File: src/rtl/seq_divider.sv
//-----------------------------------------------------------------------------
// Module   : seq_divider
// Purpose  : Sequential unsigned restoring divider. Accepts a dividend/divisor
//            pair on a start pulse, produces one quotient bit per clock and
//            returns quotient and remainder with a one-cycle done pulse.
// Revision : 1.0 - initial release
//
// Parameters
//   WIDTH          operand width in bits (2..16), default 4
//
// Ports
//   clk            in   1      rising-edge clock
//   rst_n          in   1      asynchronous active-low reset
//   i_start        in   1      request, sampled only while idle
//   i_dividend     in   WIDTH  unsigned numerator, sampled with i_start
//   i_divisor      in   WIDTH  unsigned denominator, sampled with i_start
//   o_busy         out  1      high while a division is in progress
//   o_done         out  1      one-cycle completion pulse
//   o_quotient     out  WIDTH  result, held until the next completion
//   o_remainder    out  WIDTH  result, held until the next completion
//   o_div_by_zero  out  1      error flag, updated at each completion
//
// Configuration macro
//   DIV_ZERO_CHECK_EN  when defined, a zero divisor completes immediately
//                      with quotient = all ones, remainder = dividend and
//                      o_div_by_zero = 1. When undefined, o_div_by_zero is
//                      tied low and a zero divisor runs the normal algorithm.
//-----------------------------------------------------------------------------
`default_nettype none

module seq_divider #(
  parameter int WIDTH = 4
) (
  input  logic             clk,
  input  logic             rst_n,
  input  logic             i_start,
  input  logic [WIDTH-1:0] i_dividend,
  input  logic [WIDTH-1:0] i_divisor,
  output logic             o_busy,
  output logic             o_done,
  output logic [WIDTH-1:0] o_quotient,
  output logic [WIDTH-1:0] o_remainder,
  output logic             o_div_by_zero
);

  // Counter just wide enough to index steps 0..WIDTH-1.
  localparam int CW = (WIDTH > 1) ? $clog2(WIDTH) : 1;
  localparam logic [CW-1:0] c_LAST_STEP = CW'(WIDTH - 1);
  localparam logic [CW-1:0] c_ONE       = CW'(1);

  typedef enum logic [0:0] {
    S_IDLE = 1'b0,
    S_RUN  = 1'b1
  } state_t;

  state_t r_state;
  state_t w_next_state;

  // Datapath registers
  logic [WIDTH-1:0] r_divisor;
  logic [WIDTH-1:0] r_quo_work;
  logic [WIDTH:0]   r_prem;
  logic [CW-1:0]    r_count;

  // Output registers
  logic             r_done;
  logic [WIDTH-1:0] r_quotient;
  logic [WIDTH-1:0] r_remainder;

  // Control decoded from the FSM
  logic w_load;
  logic w_step;
  logic w_finish;

  // One restoring step
  logic [WIDTH+1:0] w_shift;
  logic [WIDTH+1:0] w_diff;
  logic             w_trial_ok;
  logic [WIDTH:0]   w_next_prem;
  logic [WIDTH-1:0] w_next_quo;

`ifdef DIV_ZERO_CHECK_EN
  logic w_zero_hit;
  logic r_div_by_zero;
`endif

  //---------------------------------------------------------------------------
  // Restoring step. The shifted partial remainder keeps one guard bit above
  // the WIDTH+1-bit register so the subtraction borrow lands in the MSB of
  // w_diff and serves directly as the sign of the trial.
  //---------------------------------------------------------------------------
  always_comb begin
    w_shift     = {r_prem, r_quo_work[WIDTH-1]};
    w_diff      = w_shift - {2'b00, r_divisor};
    w_trial_ok  = ~w_diff[WIDTH+1];
    w_next_prem = w_trial_ok ? w_diff[WIDTH:0] : w_shift[WIDTH:0];
    w_next_quo  = {r_quo_work[WIDTH-2:0], w_trial_ok};
  end

  //---------------------------------------------------------------------------
  // FSM state register
  //---------------------------------------------------------------------------
  always_ff @(posedge clk or negedge rst_n) begin
    if (!rst_n) begin
      r_state <= S_IDLE;
    end else begin
      r_state <= w_next_state;
    end
  end

  //---------------------------------------------------------------------------
  // FSM next-state and control decode
  //---------------------------------------------------------------------------
  always_comb begin
    w_next_state = r_state;
    w_load       = 1'b0;
    w_step       = 1'b0;
    w_finish     = 1'b0;
`ifdef DIV_ZERO_CHECK_EN
    w_zero_hit   = 1'b0;
`endif
    case (r_state)
      S_IDLE: begin
        if (i_start) begin
`ifdef DIV_ZERO_CHECK_EN
          // A zero divisor is answered immediately and never enters RUN.
          if (i_divisor == '0) begin
            w_zero_hit = 1'b1;
          end else begin
            w_load       = 1'b1;
            w_next_state = S_RUN;
          end
`else
          w_load       = 1'b1;
          w_next_state = S_RUN;
`endif
        end
      end
      S_RUN: begin
        // i_start is deliberately not looked at here.
        w_step = 1'b1;
        if (r_count == c_LAST_STEP) begin
          w_finish     = 1'b1;
          w_next_state = S_IDLE;
        end
      end
      default: begin
        w_next_state = S_IDLE;
      end
    endcase
  end

  //---------------------------------------------------------------------------
  // Working registers
  //---------------------------------------------------------------------------
  always_ff @(posedge clk or negedge rst_n) begin
    if (!rst_n) begin
      r_divisor  <= '0;
      r_quo_work <= '0;
      r_prem     <= '0;
      r_count    <= '0;
    end else if (w_load) begin
      r_divisor  <= i_divisor;
      r_quo_work <= i_dividend;
      r_prem     <= '0;
      r_count    <= '0;
    end else if (w_step) begin
      r_prem     <= w_next_prem;
      r_quo_work <= w_next_quo;
      r_count    <= r_count + c_ONE;
    end
  end

  //---------------------------------------------------------------------------
  // Result registers. The final step's results are captured straight from
  // the step logic so they are valid in the done cycle itself.
  //---------------------------------------------------------------------------
  always_ff @(posedge clk or negedge rst_n) begin
    if (!rst_n) begin
      r_done      <= 1'b0;
      r_quotient  <= '0;
      r_remainder <= '0;
    end else begin
`ifdef DIV_ZERO_CHECK_EN
      r_done <= w_finish | w_zero_hit;
`else
      r_done <= w_finish;
`endif
      if (w_finish) begin
        r_quotient  <= w_next_quo;
        r_remainder <= w_next_prem[WIDTH-1:0];
      end
`ifdef DIV_ZERO_CHECK_EN
      else if (w_zero_hit) begin
        r_quotient  <= '1;
        r_remainder <= i_dividend;
      end
`endif
    end
  end

`ifdef DIV_ZERO_CHECK_EN
  always_ff @(posedge clk or negedge rst_n) begin
    if (!rst_n) begin
      r_div_by_zero <= 1'b0;
    end else if (w_finish) begin
      r_div_by_zero <= 1'b0;
    end else if (w_zero_hit) begin
      r_div_by_zero <= 1'b1;
    end
  end

  assign o_div_by_zero = r_div_by_zero;
`else
  assign o_div_by_zero = 1'b0;
`endif

  assign o_busy      = (r_state == S_RUN);
  assign o_done      = r_done;
  assign o_quotient  = r_quotient;
  assign o_remainder = r_remainder;

endmodule

`default_nettype wire

File: config.mk
export PLATFORM = sky130hd
export DESIGN_NAME = seq_divider
export DESIGN_NICKNAME = d
export VERILOG_FILES = /design/src/rtl/seq_divider.sv
export SDC_FILE = /design/constraint.sdc
export NUM_CORES = 1
export LEC_CHECK = 0
export CORE_MARGIN = 10
export CORE_UTILIZATION = 25
export DETAILED_ROUTE_END_ITERATION = 12
export SYNTH_ARGS = -nofsm -noshare
export SYNTH_HDL_FRONTEND = slang
export SYNTH_SLANG_ARGS = --single-unit
export TNS_END_PERCENT = 1
File: constraint.sdc
create_clock -name clk -period 2.3 [get_ports clk]
set_input_delay 0.46 -clock clk [delete_from_list [all_inputs] [get_ports clk]]
set_output_delay 0.46 -clock clk [all_outputs]
set_load 0.05 [all_outputs]
==> results.py, run 1 <==
metrics = {
    "outcome": {
        "run_status": "finished, final reports clean",
    },
    "synth": {
        "synth_top_area_share_pct": 48.4,
        "yosysMostFrequentCell": "dfrtp_1",
        "synth_ff_type": "dfrtp_1",
        "yosys_warnings": 0,
        "synth_cell_types": 35,
        "syn_inst": 121,
        "ys_ff_latch": 25,
        "syn_avg_cell_area_sq_um": 10.7,
        "netlist_area_sq_mm": 0.00129,
        "synth_nets": 138,
        "synthTopCellsByCount": "dfrtp_1, nand2_1, inv_1, o21ai_0, nor2_1",
        "yosysSeqAreaShare_pct": 48.4,
        "async_flop_share_pct": 100,
        "synth_edf_count": 0,
        "yosys-top-cells-area": "dfrtp_1, ha_1, mux2_2",
        "yosys.area.top_type": "dfrtp_1",
    },
    "setup_path": {
        "worstPathCellList": "ha_1, o21ai_1, a21oi_2, o211ai_4, mux2_4, mux2_4",
        "start_kind": "flip-flop",
        "r2r_slack_ns": 0.18,
        "worst_ep_required_time_ns": 2.47,
        "crit_top_cell": "mux2_4",
        "crit_cells": 6,
        "path_buf_inv": 0,
        "cp-end-kind": "flip-flop",
        "cp_slowest_cell": "dfrtp_1",
        "worstPathArrival_ns": 2.28,
        "critPathKind": "reg2reg",
        "cp_max_fo": 7,
        "crit_family": "multiplexers",
        "rr_worst_depth": 6,
        "slowest_delay_ns": 0.44,
    },
    "final_layout": {
        "antenna_cells": 0,
        "drive_gt1_share_pct": 14.5,
        "nets": 163,
        "syn2layout_area_growth_pct": 26.2,
        "fillers": 543,
    },
    "clock_tree": {
        "cts_buffer_depth": 2,
        "worstSkewPairLatency_ns": 0.27,
        "cts.clk_slew.worst_paths_ns": 0.09,
        "hold_buffers": 0,
        "htree_num_levels": 1,
        "clock-root-buffer": "clkbuf_8",
        "cts_buffers": 3,
        "post-cts-setup-buffer-count": 0,
        "tritoncts": "built",
        "post_cts_resized": 0,
        "cts_sinks": 25,
    },
    "timing": {
        "finalSetupViolCount": 0,
        "clock_skew_ns": 0.00261,
        "hold_violations": 0,
        "rsz0062_at_grt": "no",
        "min_period_over_period_pct": 92.1,
        "max_freq_mhz": 472,
        "worst_pin_slew_ns": 0.507,
        "drv_slew": 0,
        "finalSetupTns_ns": 0,
        "max-slew-margin-rel_pct": 66.1,
        "period_minus_slack_ns": 2.12,
    },
    "routing": {
        "top_layer_used": "met4",
        "wl_met1_mm": 1.35,
        "dr_wl_met2_mm": 1.35,
        "dr.pass1.iters": 4,
        "wl_per_cell_um": 13.3,
        "drt_iter0_markers": 110,
        "drcViolationCount": 0,
        "ant_nets": 0,
        "met3WireLength_um": 111,
        "vias": 954,
        "wl_mm": 2.86,
        "avgViaCountPerCell": 4.44,
    },
    "global_route": {
        "grt_max_degree": 26,
        "grt_pass1_vias": 1026,
        "grt_pass1_wl_mm": 4.95,
        "track_usage_pct": 7.13,
        "grt_overflow": 0,
        "antenna_found_initial": 0,
    },
    "placed_design": {
        "dpl.hpwl_mm": 2.20,
        "io_buffers": 20,
        "routabilityCongestion": 0.834,
    },
    "job": {
        "max_cap_violations": 0,
    },
    "floorplan": {
        "ioPinCount": 22,
        "rows": 26,
        "die_w_um": 91.9,
        "die-area_sq_mm": 0.00845,
        "die_h_um": 91.9,
        "start_util_pct": 25.5,
        "core-area_sq_mm": 0.00507,
    },
    "hold_path": {
        "holdPathStages": 2,
        "hold_path_class": "reg2reg",
    },
}
## final timing paths
check	endpoint	startpoint
setup / recovery	o_remainder[1]$_DFFE_PN0P_	r_prem[2]$_DFFE_PN0P_
hold / removal	o_remainder[3]$_DFFE_PN0P_	o_remainder[3]$_DFFE_PN0P_
max in group asynchronous	o_done$_DFF_PN0_	rst_n
min in group asynchronous	o_remainder[2]$_DFFE_PN0P_	rst_n
hold reg to reg	o_remainder[3]$_DFFE_PN0P_	o_remainder[3]$_DFFE_PN0P_
setup reg to reg	o_remainder[1]$_DFFE_PN0P_	r_prem[2]$_DFFE_PN0P_
## registers in the layout (all words and copies together) (netlist names)
name,count
r_prem,5
o_busy,1
o_remainder,4
o_done,1
r_quo_work,4
r_divisor,4
r_count,2
o_quotient,4
## per-layer routing
metal	up-vias	global-route usage [%]
met5	-	0
met4	0	2.70
met3	5	1.87
met2	18	11.4
met1	459	9.02
li1	472	-
## worst reg2reg max path: cells and delay by family (launching register included)
kind	cells	cell delay (ns)
mux	2	0.60
compound gates	3	0.55
flops	1	0.44
fa+ha+maj	1	0.42
## metrics by stage
| stage | instances | hold slack, ns | setup slack, ns | instance area [sq um] | utilization (%) |
|---|---|---|---|---|---|
| floorplan | 121 | 0.164 | 0.359 | 1290 | - |
| global placement | 211 | 0.472 | 0.263 | 1590 | 31.3 |
| detailed placement | 211 | 0.478 | 0.192 | 1590 | 31.3 |
| CTS | 215 | 0.500 | 0.176 | 1630 | 32.2 |
| global route | 215 | 0.529 | 0.0639 | 1630 | 32.2 |
| finish | 215 | 0.492 | 0.181 | 1630 | 32.2 |
## layout make-up
type	count	area, sq um	area share, %
clock buffer	3	41.3	2.53
clock inverter	1	5.00	0.307
inverter	8	30.0	1.84
multi-input combinational	83	608	37.2
sequential	25	626	38.3
tap	70	87.6	5.36
timing repair buffer	25	235	14.4
## cell usage in the layout, fill, tap and decap left out, drive strengths merged, types with 2 or more instances in the layout
cell type / count
clkdlybuf4s50: 19
inv: 8
mux2: 7
a21oi: 5
nand2: 14
clkbuf: 3
nor2b: 3
ha: 5
nor2: 7
buf: 6
o2111ai: 3
dfrtp: 25
xor2: 2
or3: 2
mux2i: 5
o21ai: 13
a22o: 3
## logic make-up (layout without fill, tap and decap cells)
| kind of cell | count (synthesis) | after routing | synth area share, % |
|---|---|---|---|
| multiplexers | 12 | 12 | 10.5 |
| XOR/XNOR | 2 | 2 | 1.35 |
| flip-flops | 25 | 25 | 48.4 |
| AO/OA/AOI/OAI | 33 | 33 | 18.3 |
| AND/OR/NAND/NOR | 29 | 29 | 10.2 |
| buffers and inverters | 13 | 37 | 4.64 |
| adder cells (fa/ha/maj) | 6 | 6 | 6.38 |
| other | 1 | 1 | 0.290 |
Power of run 1 is not shown: default switching activity piles up to over one toggle a cycle in this logic, so the estimate is an artifact.
==> inputs of run 2 (changes only) <==
--- a/config.mk
+++ b/config.mk
@@ -8,6 +8,7 @@
 export CORE_MARGIN = 10
 export CORE_UTILIZATION = 25
 export DETAILED_ROUTE_END_ITERATION = 12
+export RECOVER_POWER = 25
 export SYNTH_ARGS = -nofsm -noshare
 export SYNTH_HDL_FRONTEND = slang
 export SYNTH_SLANG_ARGS = --single-unit
==> constraint.sdc (replaced) <==
create_clock -name clk -period 1.75 [get_ports clk]
set_input_delay 0.35 -clock clk [delete_from_list [all_inputs] [get_ports clk]]
set_output_delay 0.35 -clock clk [all_outputs]
set_load 0.05 [all_outputs]
==> run 2 against run 1 <==
Net effect: the flow now finishes with violations (setup timing); via count increased by 6.5%; critical path type unchanged; clock-buffer cell count increased by 1; maximum frequency increased by 14%; largest cell class is now multi-input gates; core utilization increased by 4.9 points; flip-flop and latch count unchanged; setup slack got worse by 0.29 ns.
==> results.py, run 2 (synthesized netlist as in run 1, its figures left out) <==
metrics = {
    "global_route": {
        "grt_overflow": 0,
        "antenna_found_initial": 0,
        "grt_max_degree": 26,
        "grt_pass1_wl_mm": 5.15,
        "grt_pass1_vias": 1063,
        "track_usage_pct": 7.32,
    },
    "routing": {
        "drcViolationCount": 0,
        "wl_mm": 3.00,
        "ant_nets": 0,
        "dr.pass1.iters": 4,
        "drt_iter0_markers": 63,
        "vias": 1016,
        "wl_per_cell_um": 12.8,
        "avgViaCountPerCell": 4.32,
    },
    "timing": {
        "rsz0062_at_grt": "yes",
        "timing.final.ws_setup_ns": -0.109,
        "min_period_over_period_pct": 106,
        "hold_slack_ns": 0.497,
        "max_freq_mhz": 538,
        "drv_slew": 0,
        "worst_pin_slew_ns": 0.639,
        "hold_violations": 0,
        "clock_skew_ns": 0.0102,
        "period_minus_slack_ns": 1.86,
        "finalSetupViolCount": 5,
        "max-slew-margin-rel_pct": 57.4,
    },
    "clock_tree": {
        "cts.clk_slew.worst_paths_ns": 0.09,
        "cts_buffers": 3,
        "cts_buffer_depth": 2,
        "tritoncts": "built",
        "worstSkewPairLatency_ns": 0.27,
        "cts_sinks": 25,
        "htree_num_levels": 1,
        "clock-root-buffer": "clkbuf_8",
    },
    "setup_path": {
        "slowest_delay_ns": 0.42,
        "critPathKind": "reg2reg",
        "cp-end-kind": "flip-flop",
        "rr_worst_depth": 5,
        "worstPathArrival_ns": 2.02,
        "crit_family": "multiplexers",
        "cp-startpoint": "r_prem[2]$_DFFE_PN0P_",
        "start_kind": "flip-flop",
        "reg2reg_to": "o_remainder[1]$_DFFE_PN0P_",
        "worstPathCellList": "ha_4, or3_4, o211ai_4, mux2_4, mux2_4",
        "r2r_slack_ns": -0.11,
        "path_buf_inv": 0,
        "cp_max_fo": 3,
        "cp_slowest_cell": "dfrtp_1",
        "worst_ep_required_time_ns": 1.91,
        "r2r-start": "r_prem[2]$_DFFE_PN0P_",
        "crit_top_cell": "mux2_4",
    },
    "final_layout": {
        "antenna_cells": 0,
        "fillers": 529,
        "syn2layout_area_growth_pct": 45.3,
        "regMostFlops": "r_prem",
        "final_util_pct": 37.0,
        "final_cell_mix": "buf_4, dfrtp_1, nand2_1",
        "layout_commonest_cell": "buf_4",
        "multi_input_area_sq_um": 714,
        "drive_gt1_share_pct": 39.4,
        "nets": 183,
        "largest_reg_flops": 5,
        "seqCellArea_sq_um": 626,
    },
    "job": {
        "max_cap_violations": 0,
    },
    "placed_design": {
        "dp_worst_setup_slack_ns": -0.168,
        "dpl.hpwl_mm": 2.30,
        "routabilityCongestion": 0.824,
        "io_buffers": 20,
    },
    "floorplan": {
        "core-area_sq_mm": 0.00507,
        "die_h_um": 91.9,
        "die-area_sq_mm": 0.00845,
        "ioPinCount": 22,
        "rows": 26,
        "start_util_pct": 25.5,
        "die_w_um": 91.9,
    },
    "outcome": {
        "violations": "setup timing",
        "run_status": "complete, but fails checks",
    },
    "hold_path": {
        "holdPathStages": 2,
        "hold_path_class": "reg2reg",
        "hp-start": "o_quotient[0]$_DFFE_PN0P_",
        "hold_end": "o_quotient[0]$_DFFE_PN0P_",
    },
}
run 2: changes by cell type in the layout (fill, tap and decap cells not counted), moves of 2 or more:
cell | before | now
a21oi_4 | 0 | 2
buf_4 | 6 | 32
clkdlybuf4s50_1 | 19 | 9
ha_1 | 5 | 1
ha_4 | 0 | 3
inv_1 | 8 | 5
inv_2 | 0 | 3
run 2: routing by layer:
layer / vias up / track usage, % / share of wire [%]
li1: 508 / - / -
met1: 469 / 9.40 / 49
met2: 34 / 11.5 / 45
met3: 5 / 2.69 / 5.2
met4: 0 / 1.54 / 1.2
met5: - / 0 / 0
run 2: worst reg2reg max path: cells and delay by family (launching register included):
| family | cells | cell delay [ns] |
|---|---|---|
| muxes | 2 | 0.58 |
| adders and majority gates | 1 | 0.18 |
| DFF | 1 | 0.42 |
| AOI/OAI and AO/OA | 1 | 0.22 |
| and+or+nand+nor | 1 | 0.35 |
run 2: layout make-up:
class | instances | area share (%)
Clock buffer | 4 | 2.40
Sequential cell | 25 | 33.3
Timing Repair Buffer | 45 | 20.0
Inverter | 8 | 1.60
Tap cell | 70 | 4.66
Multi-Input combinational cell | 83 | 38.0
run 2: how the worst max path moves through the flow:
stage | end | slack (ns) | cells past startpoint
after floorplan | o_remainder[1]$_DFFE_PN0P_ | -0.15 | 6
after global placement | o_remainder[0]$_DFFE_PN0P_ | -0.17 | 8
after detailed placement | o_remainder[1]$_DFFE_PN0P_ | -0.17 | 7
after CTS | o_remainder[1]$_DFFE_PN0P_ | -0.12 | 5
after global routing | r_prem[4]$_DFFE_PN0P_ | -0.15 | 9
final | o_remainder[1]$_DFFE_PN0P_ | -0.11 | 5
run 2: what timing repair did:
item / 4_1_cts / 5_1_grt
setup buffers: 0 / 0
endpoints found under the setup margin: 8 / 9
hold buffers: 0 / 0
resized for setup: 9 / 10
endpoints found under the hold margin: 0 / 0
pin swaps: 5 / 3
run 2: metrics by stage:
| step | setup TNS [ns] | cells | area [sq um] |
|---|---|---|---|
| 6_report | -0.282 | 235 | 1880 |
| 3_3_place_gp | -0.746 | 231 | 1750 |
| 3_5_place_dp | -0.826 | 231 | 1750 |
| 5_1_grt | -0.701 | 235 | 1880 |
| 2_1_floorplan | -0.226 | 121 | 1310 |
| 4_1_cts | -0.454 | 235 | 1830 |
Power of run 2 is left out for the same reason.
==> inputs of run 3 (changes only) <==
--- a/config.mk
+++ b/config.mk
@@ -5,8 +5,11 @@
 export SDC_FILE = /design/constraint.sdc
 export NUM_CORES = 1
 export LEC_CHECK = 0
+export CAP_MARGIN = 40
 export CORE_MARGIN = 10
 export CORE_UTILIZATION = 25
+export CTS_BUF_LIST = sky130_fd_sc_hd__clkbuf_16
+export CTS_CLUSTER_DIAMETER = 60
 export DETAILED_ROUTE_END_ITERATION = 12
 export RECOVER_POWER = 25
 export SYNTH_ARGS = -nofsm -noshare
==> run 3 against run 2 <==
Net effect: the run still ends with setup timing left; critical path depth up 1; highest routed layer unchanged; worst hold slack worse by 0.0062 ns; routed wire length grew 4.7%; flip-flop and latch count stayed put; setup slack gained 0.011 ns; non-clock buffer count did not move; cell area grew 2.3%; final cell count unchanged.
==> results.py, run 3 (synthesized netlist as in run 1, its figures left out) <==
metrics = {
    "final_layout": {
        "final_cells": 235,
        "drive_gt1_share_pct": 38.2,
        "syn2layout_area_growth_pct": 48.6,
        "regMostFlops": "r_prem",
        "final_cell_mix": "buf_4, dfrtp_1, nand2_1",
        "largest_reg_flops": 5,
        "nets": 183,
        "antenna_cells": 0,
        "layout_commonest_cell": "buf_4",
    },
    "clock_tree": {
        "post-cts-setup-buffer-count": 0,
        "cts.clk_slew.worst_paths_ns": 0.07,
        "hold_buffers": 0,
        "cts_buffers": 3,
        "cts_buffer_depth": 2,
        "htree_num_levels": 1,
        "cts_sinks": 25,
        "clock-root-buffer": "clkbuf_16",
        "worstSkewPairLatency_ns": 0.26,
        "tritoncts": "built",
    },
    "timing": {
        "hold_violations": 0,
        "timing.final.ws_setup_ns": -0.0985,
        "drv_slew": 0,
        "clock_skew_ns": 0.00593,
        "rsz0062_at_grt": "yes",
        "max_freq_mhz": 541,
        "max-slew-margin-rel_pct": 57.5,
        "min_period_over_period_pct": 106,
        "finalSetupViolCount": 6,
        "period_minus_slack_ns": 1.85,
        "worst_pin_slew_ns": 0.638,
    },
    "routing": {
        "drt_iter0_markers": 55,
        "wl_per_cell_um": 13.4,
        "wl_met1_mm": 1.49,
        "wl_mm": 3.15,
        "met3WireLength_um": 167,
        "dr.pass1.iters": 4,
        "dr_wl_met2_mm": 1.42,
        "vias": 1032,
        "top_layer_used": "met4",
        "drcViolationCount": 0,
        "avgViaCountPerCell": 4.39,
        "ant_nets": 0,
    },
    "global_route": {
        "grt_overflow": 0,
        "grt_pass1_wl_mm": 5.25,
        "track_usage_pct": 7.65,
        "grt_max_degree": 26,
        "grt_pass1_vias": 1077,
        "antenna_found_initial": 0,
    },
    "floorplan": {
        "ioPinCount": 22,
        "die_h_um": 91.9,
        "die-area_sq_mm": 0.00845,
        "rows": 26,
        "die_w_um": 91.9,
        "core-area_sq_mm": 0.00507,
        "start_util_pct": 25.5,
    },
    "setup_path": {
        "worst_ep_required_time_ns": 1.91,
        "r2r-start": "r_prem[2]$_DFFE_PN0P_",
        "start_kind": "flip-flop",
        "cp-end-kind": "flip-flop",
        "critPathKind": "reg2reg",
        "worstPathArrival_ns": 2.00,
        "cp_max_fo": 3,
        "cp-startpoint": "r_prem[2]$_DFFE_PN0P_",
    },
    "outcome": {
        "run_status": "complete, but fails checks",
        "violations": "setup timing",
    },
    "placed_design": {
        "dp_cells": 231,
        "io_buffers": 20,
        "dpl.hpwl_mm": 2.30,
        "dp_worst_setup_slack_ns": -0.168,
        "routabilityCongestion": 0.824,
    },
    "job": {
        "max_cap_violations": 0,
    },
    "hold_path": {
        "hp-start": "o_quotient[0]$_DFFE_PN0P_",
        "hold_path_class": "reg2reg",
    },
}
[run 3: cell count changes in the layout (fill, tap and decap cells not counted), sizes merged]
cell	before	now
clkbuf	5	4
inv	8	9
[run 3: final timing paths]
check / slack, ns / cells after the start / end
min: 0.49 / 2 / o_quotient[0]$_DFFE_PN0P_
max in group asynchronous: 0.69 / 2 / o_quotient[1]$_DFFE_PN0P_
max reg2reg: -0.1 / 6 / o_remainder[1]$_DFFE_PN0P_
max: -0.1 / 6 / o_remainder[1]$_DFFE_PN0P_
min reg2reg: 0.49 / 2 / o_quotient[0]$_DFFE_PN0P_
min in group asynchronous: 0.63 / 2 / r_divisor[3]$_DFFE_PN0P_
[run 3: through the flow]
step	hold WS (ns)	utilization, %	area [sq um]	setup TNS [ns]
3_5_place_dp	0.485	34.4	1750	-0.826
2_1_floorplan	0.0544	-	1310	-0.226
3_3_place_gp	0.469	34.4	1750	-0.746
5_1_grt	0.507	37.9	1920	-0.807
4_1_cts	0.472	37.0	1880	-0.439
6_report	0.491	37.9	1920	-0.231
[run 3: final cells by class]
cell class | instances | area [sq um]
multi-input cells | 83 | 724
flip-flops and latches | 25 | 626
well taps | 70 | 87.6
inverters | 8 | 30.0
fillers | 514 | 3150
repair buffers | 45 | 377
clock buffers | 3 | 75.1
clock inverters | 1 | 3.75
[run 3: what timing repair did]
item / 4_1_cts / 5_1_grt
endpoints found under the hold margin: 0 / 0
pin swaps: 6 / 3
resized for setup: 12 / 6
setup endpoints to repair: 8 / 9
[run 3: critical path, cell delays in order, from the launching register on]
cell	delay [ns]
dfrtp_1	0.41
ha_4	0.18
o21a_1	0.19
a31oi_2	0.25
o211ai_4	0.13
mux2_4	0.33
mux2_4	0.25
[run 3: per-layer routing]
| layer | track usage [%] | vias to the layer above |
|---|---|---|
| met5 | 0 | - |
| met4 | 3.08 | 0 |
| li1 | - | 510 |
| met2 | 11.5 | 29 |
| met3 | 2.93 | 7 |
| met1 | 9.60 | 486 |
Power of run 3 is left out for the same reason.
